## config.mk

```make
export PLATFORM = sky130hd
export DESIGN_NAME = uart_rx_top
export DESIGN_NICKNAME = d
export VERILOG_FILES = /design/src/rtl/uart_pkg.sv /design/src/rtl/uart_baud_tick.sv /design/src/rtl/uart_rx_top.sv
export SDC_FILE = /design/constraint.sdc
export NUM_CORES = 1
export LEC_CHECK = 0
export CORE_MARGIN = 4
export CORE_UTILIZATION = 60
export DETAILED_ROUTE_END_ITERATION = 10
export PLACE_DENSITY = 0.94
export SKIP_LAST_GASP = 1
export SLEW_MARGIN = 20
export SYNTH_ARGS = -nofsm -noshare
export SYNTH_HDL_FRONTEND = slang
export SYNTH_HIERARCHICAL = 1
export SYNTH_SLANG_ARGS = --single-unit
```

## constraint.sdc

```tcl
create_clock -name clk -period 3.4 [get_ports clk]
set_clock_uncertainty 0.05 [all_clocks]
set_input_delay 0.68 -clock clk [delete_from_list [all_inputs] [get_ports clk]]
set_output_delay 0.68 -clock clk [all_outputs]
set_load 0.005 [all_outputs]
```

## src/rtl/uart_pkg.sv

```systemverilog
// Shared UART framing definitions: default timing parameters and receiver FSM state encoding.
package uart_pkg;

    localparam int UART_CLK_DIV    = 27;
    localparam int UART_OVERSAMPLE = 16;
    localparam int UART_DATA_BITS  = 8;

    typedef logic [2:0] uart_rx_state_t;

    localparam uart_rx_state_t ST_IDLE  = 3'd0;
    localparam uart_rx_state_t ST_START = 3'd1;
    localparam uart_rx_state_t ST_DATA  = 3'd2;
    localparam uart_rx_state_t ST_STOP  = 3'd3;
    localparam uart_rx_state_t ST_BREAK = 3'd4;

endpackage

```

## src/rtl/uart_baud_tick.sv

```systemverilog
// Oversample tick generator: one-clock tick every CLK_DIV clocks, phase restartable by clear.
module uart_baud_tick #(
    parameter int CLK_DIV = 27
) (
    input  logic clk,
    input  logic reset,
    input  logic clear,
    output logic tick
);

    localparam int CNT_W = (CLK_DIV > 1) ? $clog2(CLK_DIV) : 1;
    localparam logic [CNT_W-1:0] CNT_LAST = CNT_W'(CLK_DIV - 1);

    logic [CNT_W-1:0] cnt;

    always_ff @(posedge clk or negedge reset) begin
        if (!reset) begin
            cnt <= '0;
        end else if (clear || cnt == CNT_LAST) begin
            cnt <= '0;
        end else begin
            cnt <= cnt + 1'b1;
        end
    end

    assign tick = (cnt == CNT_LAST);

endmodule

```

## src/rtl/uart_rx_top.sv

```systemverilog
// 8N1 UART receiver: synchronises rx_in, finds mid-bit sample points with an oversample tick,
// and presents each good byte with a one-cycle strobe or flags a bad stop bit.
module uart_rx_top
    import uart_pkg::*;
#(
    parameter int CLK_DIV    = UART_CLK_DIV,
    parameter int OVERSAMPLE = UART_OVERSAMPLE,
    parameter int DATA_BITS  = UART_DATA_BITS
) (
    input  logic                 clk,
    input  logic                 reset,
    input  logic                 rx_in,
    output logic [DATA_BITS-1:0] rx_data,
    output logic                 rx_valid,
    output logic                 frame_err,
    output logic                 busy
);

    localparam int TICK_W = $clog2(OVERSAMPLE);
    localparam int BIT_W  = $clog2(DATA_BITS + 1);
    localparam logic [TICK_W-1:0] TICK_HALF = TICK_W'(OVERSAMPLE / 2 - 1);
    localparam logic [TICK_W-1:0] TICK_LAST = TICK_W'(OVERSAMPLE - 1);
    localparam logic [BIT_W-1:0]  BIT_LAST  = BIT_W'(DATA_BITS - 1);

    uart_rx_state_t state_reg, state_next;

    logic                 sync1, rxs, rxs_d;
    logic                 tick, falling, at_mid, at_full;
    logic [TICK_W-1:0]    tick_cnt;
    logic [BIT_W-1:0]     bit_cnt;
    logic [DATA_BITS-1:0] shift_reg;
    logic                 start_det, sample_en, valid_next, ferr_next;

    // Synchroniser and edge history reset high so an idle line never looks like a start edge.
    always_ff @(posedge clk or negedge reset) begin
        if (!reset) begin
            sync1 <= 1'b1;
            rxs   <= 1'b1;
            rxs_d <= 1'b1;
        end else begin
            sync1 <= rx_in;
            rxs   <= sync1;
            rxs_d <= rxs;
        end
    end

    assign falling = rxs_d & ~rxs;
    assign at_mid  = tick && (tick_cnt == TICK_HALF);
    assign at_full = tick && (tick_cnt == TICK_LAST);

    uart_baud_tick #(
        .CLK_DIV (CLK_DIV)
    ) u_baud_tick (
        .clk   (clk),
        .reset (reset),
        .clear (start_det),
        .tick  (tick)
    );

    always_ff @(posedge clk or negedge reset) begin
        if (!reset) begin
            state_reg <= ST_IDLE;
        end else begin
            state_reg <= state_next;
        end
    end

    always_comb begin
        state_next = state_reg;
        case (state_reg)
            ST_IDLE:  if (falling) state_next = ST_START;
            ST_START: if (at_mid) state_next = rxs ? ST_IDLE : ST_DATA;
            ST_DATA:  if (at_full && bit_cnt == BIT_LAST) state_next = ST_STOP;
            ST_STOP:  if (at_full) state_next = rxs ? ST_IDLE : ST_BREAK;
            ST_BREAK: if (rxs) state_next = ST_IDLE;
            default:  state_next = ST_IDLE;
        endcase
    end

    always_comb begin
        busy       = (state_reg != ST_IDLE);
        start_det  = (state_reg == ST_IDLE) && falling;
        sample_en  = (state_reg == ST_DATA) && at_full;
        valid_next = (state_reg == ST_STOP) && at_full && rxs;
        ferr_next  = (state_reg == ST_STOP) && at_full && !rxs;
    end

    // Start-bit checkpoint restarts the tick count so later samples land a full bit apart.
    always_ff @(posedge clk or negedge reset) begin
        if (!reset) begin
            tick_cnt <= '0;
            bit_cnt  <= '0;
        end else if (start_det) begin
            tick_cnt <= '0;
            bit_cnt  <= '0;
        end else if (state_reg == ST_START && at_mid) begin
            tick_cnt <= '0;
        end else if ((state_reg == ST_START || state_reg == ST_DATA ||
                      state_reg == ST_STOP) && tick) begin
            tick_cnt <= (tick_cnt == TICK_LAST) ? '0 : tick_cnt + 1'b1;
            if (sample_en) begin
                bit_cnt <= bit_cnt + 1'b1;
            end
        end
    end

    always_ff @(posedge clk or negedge reset) begin
        if (!reset) begin
            shift_reg <= '0;
            rx_data   <= '0;
            rx_valid  <= 1'b0;
            frame_err <= 1'b0;
        end else begin
            if (sample_en) begin
                shift_reg <= {rxs, shift_reg[DATA_BITS-1:1]};
            end
            if (valid_next) begin
                rx_data <= shift_reg;
            end
            rx_valid  <= valid_next;
            frame_err <= ferr_next;
        end
    end

endmodule

```

==> impl_metrics.csv <==
group,metric,value,unit
outcome,outcome,"finished clean",
synthesis,synth_top_area_frac,0.4830,
global_routing,grt_use_total,0.1697,
final_layout,area_delta_synth_final,12.07,%
clock_tree,cts_resized,0,
drt,wl,2.967,mm
sta,relSlewSlack,0.6804,
critical_path,worstReg2RegEnd,"rx_data[1]",
critical_path,rrSetupSlack,1.04,ns
global_routing,grt_max_degree,38,
sta,drv_slew,0,
final_layout,instances_no_fill,184,
drt,drt_pass1_iterations,4,
sta,setup_viol,0,
synthesis,synth_compound_area_frac,0.06179,
critical_path,cp.arrival,1.72,ns
clock_tree,cts_tree,"done",
sta,fin_ws,0.9460,ns
die,start_util,0.6334,
critical_path,cp.required,2.67,ns
synthesis,synthMuxAreaShare,0.1222,
drt,route.detailed.drc,0,
die,rows,19,
synthesis,synth-simple-area-share,0.2060,
die,die_w,62.19,microns
final_layout,fin_nets,159,
hold_path,hold_depth,0,
critical_path,timing.rr.start,"u_baud_tick/cnt[0]",
synthesis,synth_top_area_cell,"dfrtp_1",
synthesis,synthXorXnorAreaFrac,0.02486,
critical_path,start_kind,"flop",
sta,fin_crit,2.454,ns
critical_path,cp-end-kind,"output pin",
clock_tree,post_cts_buffers,0,
hold_path,hold_class,"flop to flop",
synthesis,post_synth_fa_ha_maj_area_fraction,0.02841,
place,pre_cts_slack,1.070,ns
synthesis,synth_fp_nets,142,
clock_tree,h-tree-depth,2,
pwr,p_per_area,525.9,nW/um^2
critical_path,worstSetupPathType,"flop to output pin",
hold_path,min_from,"sync1",
place,hpwl,2.073,mm
clock_tree,ctsHoldBuffers,0,
place,place.port_buffers,13,
synthesis,avgSynthCellArea,13.05,sq um
global_routing,first_global_vias,1130,
synthesis,synthCells,135,
sta,tightestPinTransition,0.4790,ns
synthesis,yosys_warnings,6,
sta,fin_tns_setup,0,ns
die,die_h,62.19,microns
synthesis,synth_enable_flop_cells,0,
pwr,total_leakage_power,0.9077,nW
sta,rsz0062_at_grt,"no",
sta,max_clock_freq,0.4075,GHz
clock_tree,clock-sinks,37,
final_layout,antenna_cells,0,
place,gp_congestion,0.7698,
final_layout,drive_above_1_share,0.2745,
synthesis,synth_area_leaders,"dfrtp_1 48%, mux2_2 10%, dfstp_2 4.5%",
synthesis,ys.flop_type,"dfrtp_1",
drt,drt-vias-per-instance,5.902,
synthesis,synthArstFlopShare,1.000,
global_routing,grt_pass1_wl,5.313,mm
pwr,ir_drop,0.4799,mV
clock_tree,cts_buffer_depth,2,
synthesis,synth_top_family_by_area,"simple AND/OR/NAND/NOR gates",
drt,drtIter0Drc,34,
global_routing,antenna_found_initial,0,
clock_tree,clk-insertion-delay-late,0.34,ns
synthesis,synth-seq-cells,37,
die,coreArea,2781,sq um
hold_path,holdPathEnd,"rxs",
drt,postRouteAntennaNets,0,
drt,wl_per_cell,16.13,microns
drt,vias,1086,
job,cap_violations,0,
critical_path,crit_path_max_fanout,10,
place,dp.cells,176,
clock_tree,root_buffer,"clkbuf_4",
die,dieArea,3867,sq um
synthesis,yosysUniqueCellTypes,42,
global_routing,overflow,0,
sta,hold_viol,0,
clock_tree,cts_made_buffers,5,
die,ios,14,
critical_path,reg2reg_depth,6,
synthesis,synth.cell_area,1762,sq um
synthesis,ys_seq_area_frac,0.5277,
sta,period_share,0.7218,
clock_tree,path_clk_slew,0.11,ns
==> logic make-up (layout without fill, tap and decap cells) <==
family / count (synthesis) / count (layout)
adders and majority gates: 4 / 4
xor gates and xnor gates: 5 / 5
buffers and inverters: 6 / 24
DFF: 37 / 37
AOI/OAI and AO/OA: 16 / 16
muxes: 19 / 19
and+or+nand+nor: 48 / 48
==> how the worst max path moves through the flow <==
stage | start | end | slack (ns) | cells past startpoint
floorplan | u_baud_tick/cnt[0] | rx_data[0] | 1.52 | 7
global placement | u_baud_tick/cnt[0] | rx_data[0] | 1.20 | 6
detailed placement | u_baud_tick/cnt[0] | rx_data[4] | 1.07 | 6
CTS | state_reg[2] | busy | 0.93 | 2
global route | state_reg[0] | busy | 0.87 | 2
finish | state_reg[2] | busy | 0.95 | 2
==> Yosys cell counts (2+ instances only) <==
library cell  instances
dfrtp_1              34
mux2_2               16
nor2_1               10
a21oi_1               6
nand2_1               6
nand3_1               6
ha_1                  4
nor3_1                4
and4_1                3
dfstp_2               3
o21ai_0               3
xnor2_1               3
and2b_2               2
buf_6                 2
inv_1                 2
mux2i_1               2
nor4_4                2
o21bai_1              2
xor2_1                2
==> power breakdown <==
part	internal [W]	switching (W)	total, W
clock network	0.000157	0.000142	0.000298
registers	0.000485	0.0000685	0.000554
logic	0.0000928	0.0000934	0.000186
==> worst max-delay path: stages, from the launching register on <==
cell	delay, ns
dfrtp_1	0.49
or3_4	0.44
clkdlybuf4s50_1	0.45
==> layer usage <==
metal,global-route usage,vias up,routed length [microns]
met1,0.2031,544,1245
met5,0,-,0
li1,-,517,-
met3,0.06486,4,145
met2,0.2798,21,1547
met4,0.05420,0,27
==> metrics by stage <==
| step | cell area (sq um) | power (W) | utilization | hold WS, ns |
|---|---|---|---|---|
| finish | 1974 | 0.001038 | 0.7099 | 0.3163 |
| global route | 1974 | 0.001108 | 0.7099 | 0.3238 |
| CTS | 1974 | 0.001048 | 0.7099 | 0.3186 |
| detailed placement | 1894 | 0.0007497 | 0.6811 | 0.2988 |
| global placement | 1894 | 0.0007304 | 0.6811 | 0.2977 |
| floorplan | 1762 | 0.0007152 | - | 0.2952 |
==> cells in the final DEF (no fill, tap or decap), types with 2 or more instances in the layout <==
| master | n |
|---|---|
| clkbuf_4 | 5 |
| nor3_1 | 4 |
| mux2i_1 | 2 |
| nand3_1 | 6 |
| inv_1 | 2 |
| o21bai_1 | 2 |
| ha_1 | 4 |
| dfstp_2 | 3 |
| nor4_4 | 2 |
| mux2_2 | 16 |
| and2b_2 | 2 |
| clkdlybuf4s50_1 | 13 |
| a21oi_1 | 6 |
| o21ai_0 | 3 |
| xnor2_1 | 3 |
| nand2_1 | 6 |
| and4_1 | 3 |
| dfrtp_1 | 34 |
| xor2_1 | 2 |
| nor2_1 | 10 |
==> layout make-up <==
| class | count | area (sq um) |
|---|---|---|
| multi-input cells | 92 | 780.7 |
| flip-flops and latches | 37 | 929.6 |
| clock buffers | 6 | 41.29 |
| repair buffers | 14 | 137.6 |
| fillers | 184 | 807.0 |
| inverters | 2 | 7.507 |
| clock inverters | 2 | 38.79 |
| well taps | 31 | 38.79 |
Power figures use the tool's default switching activity.
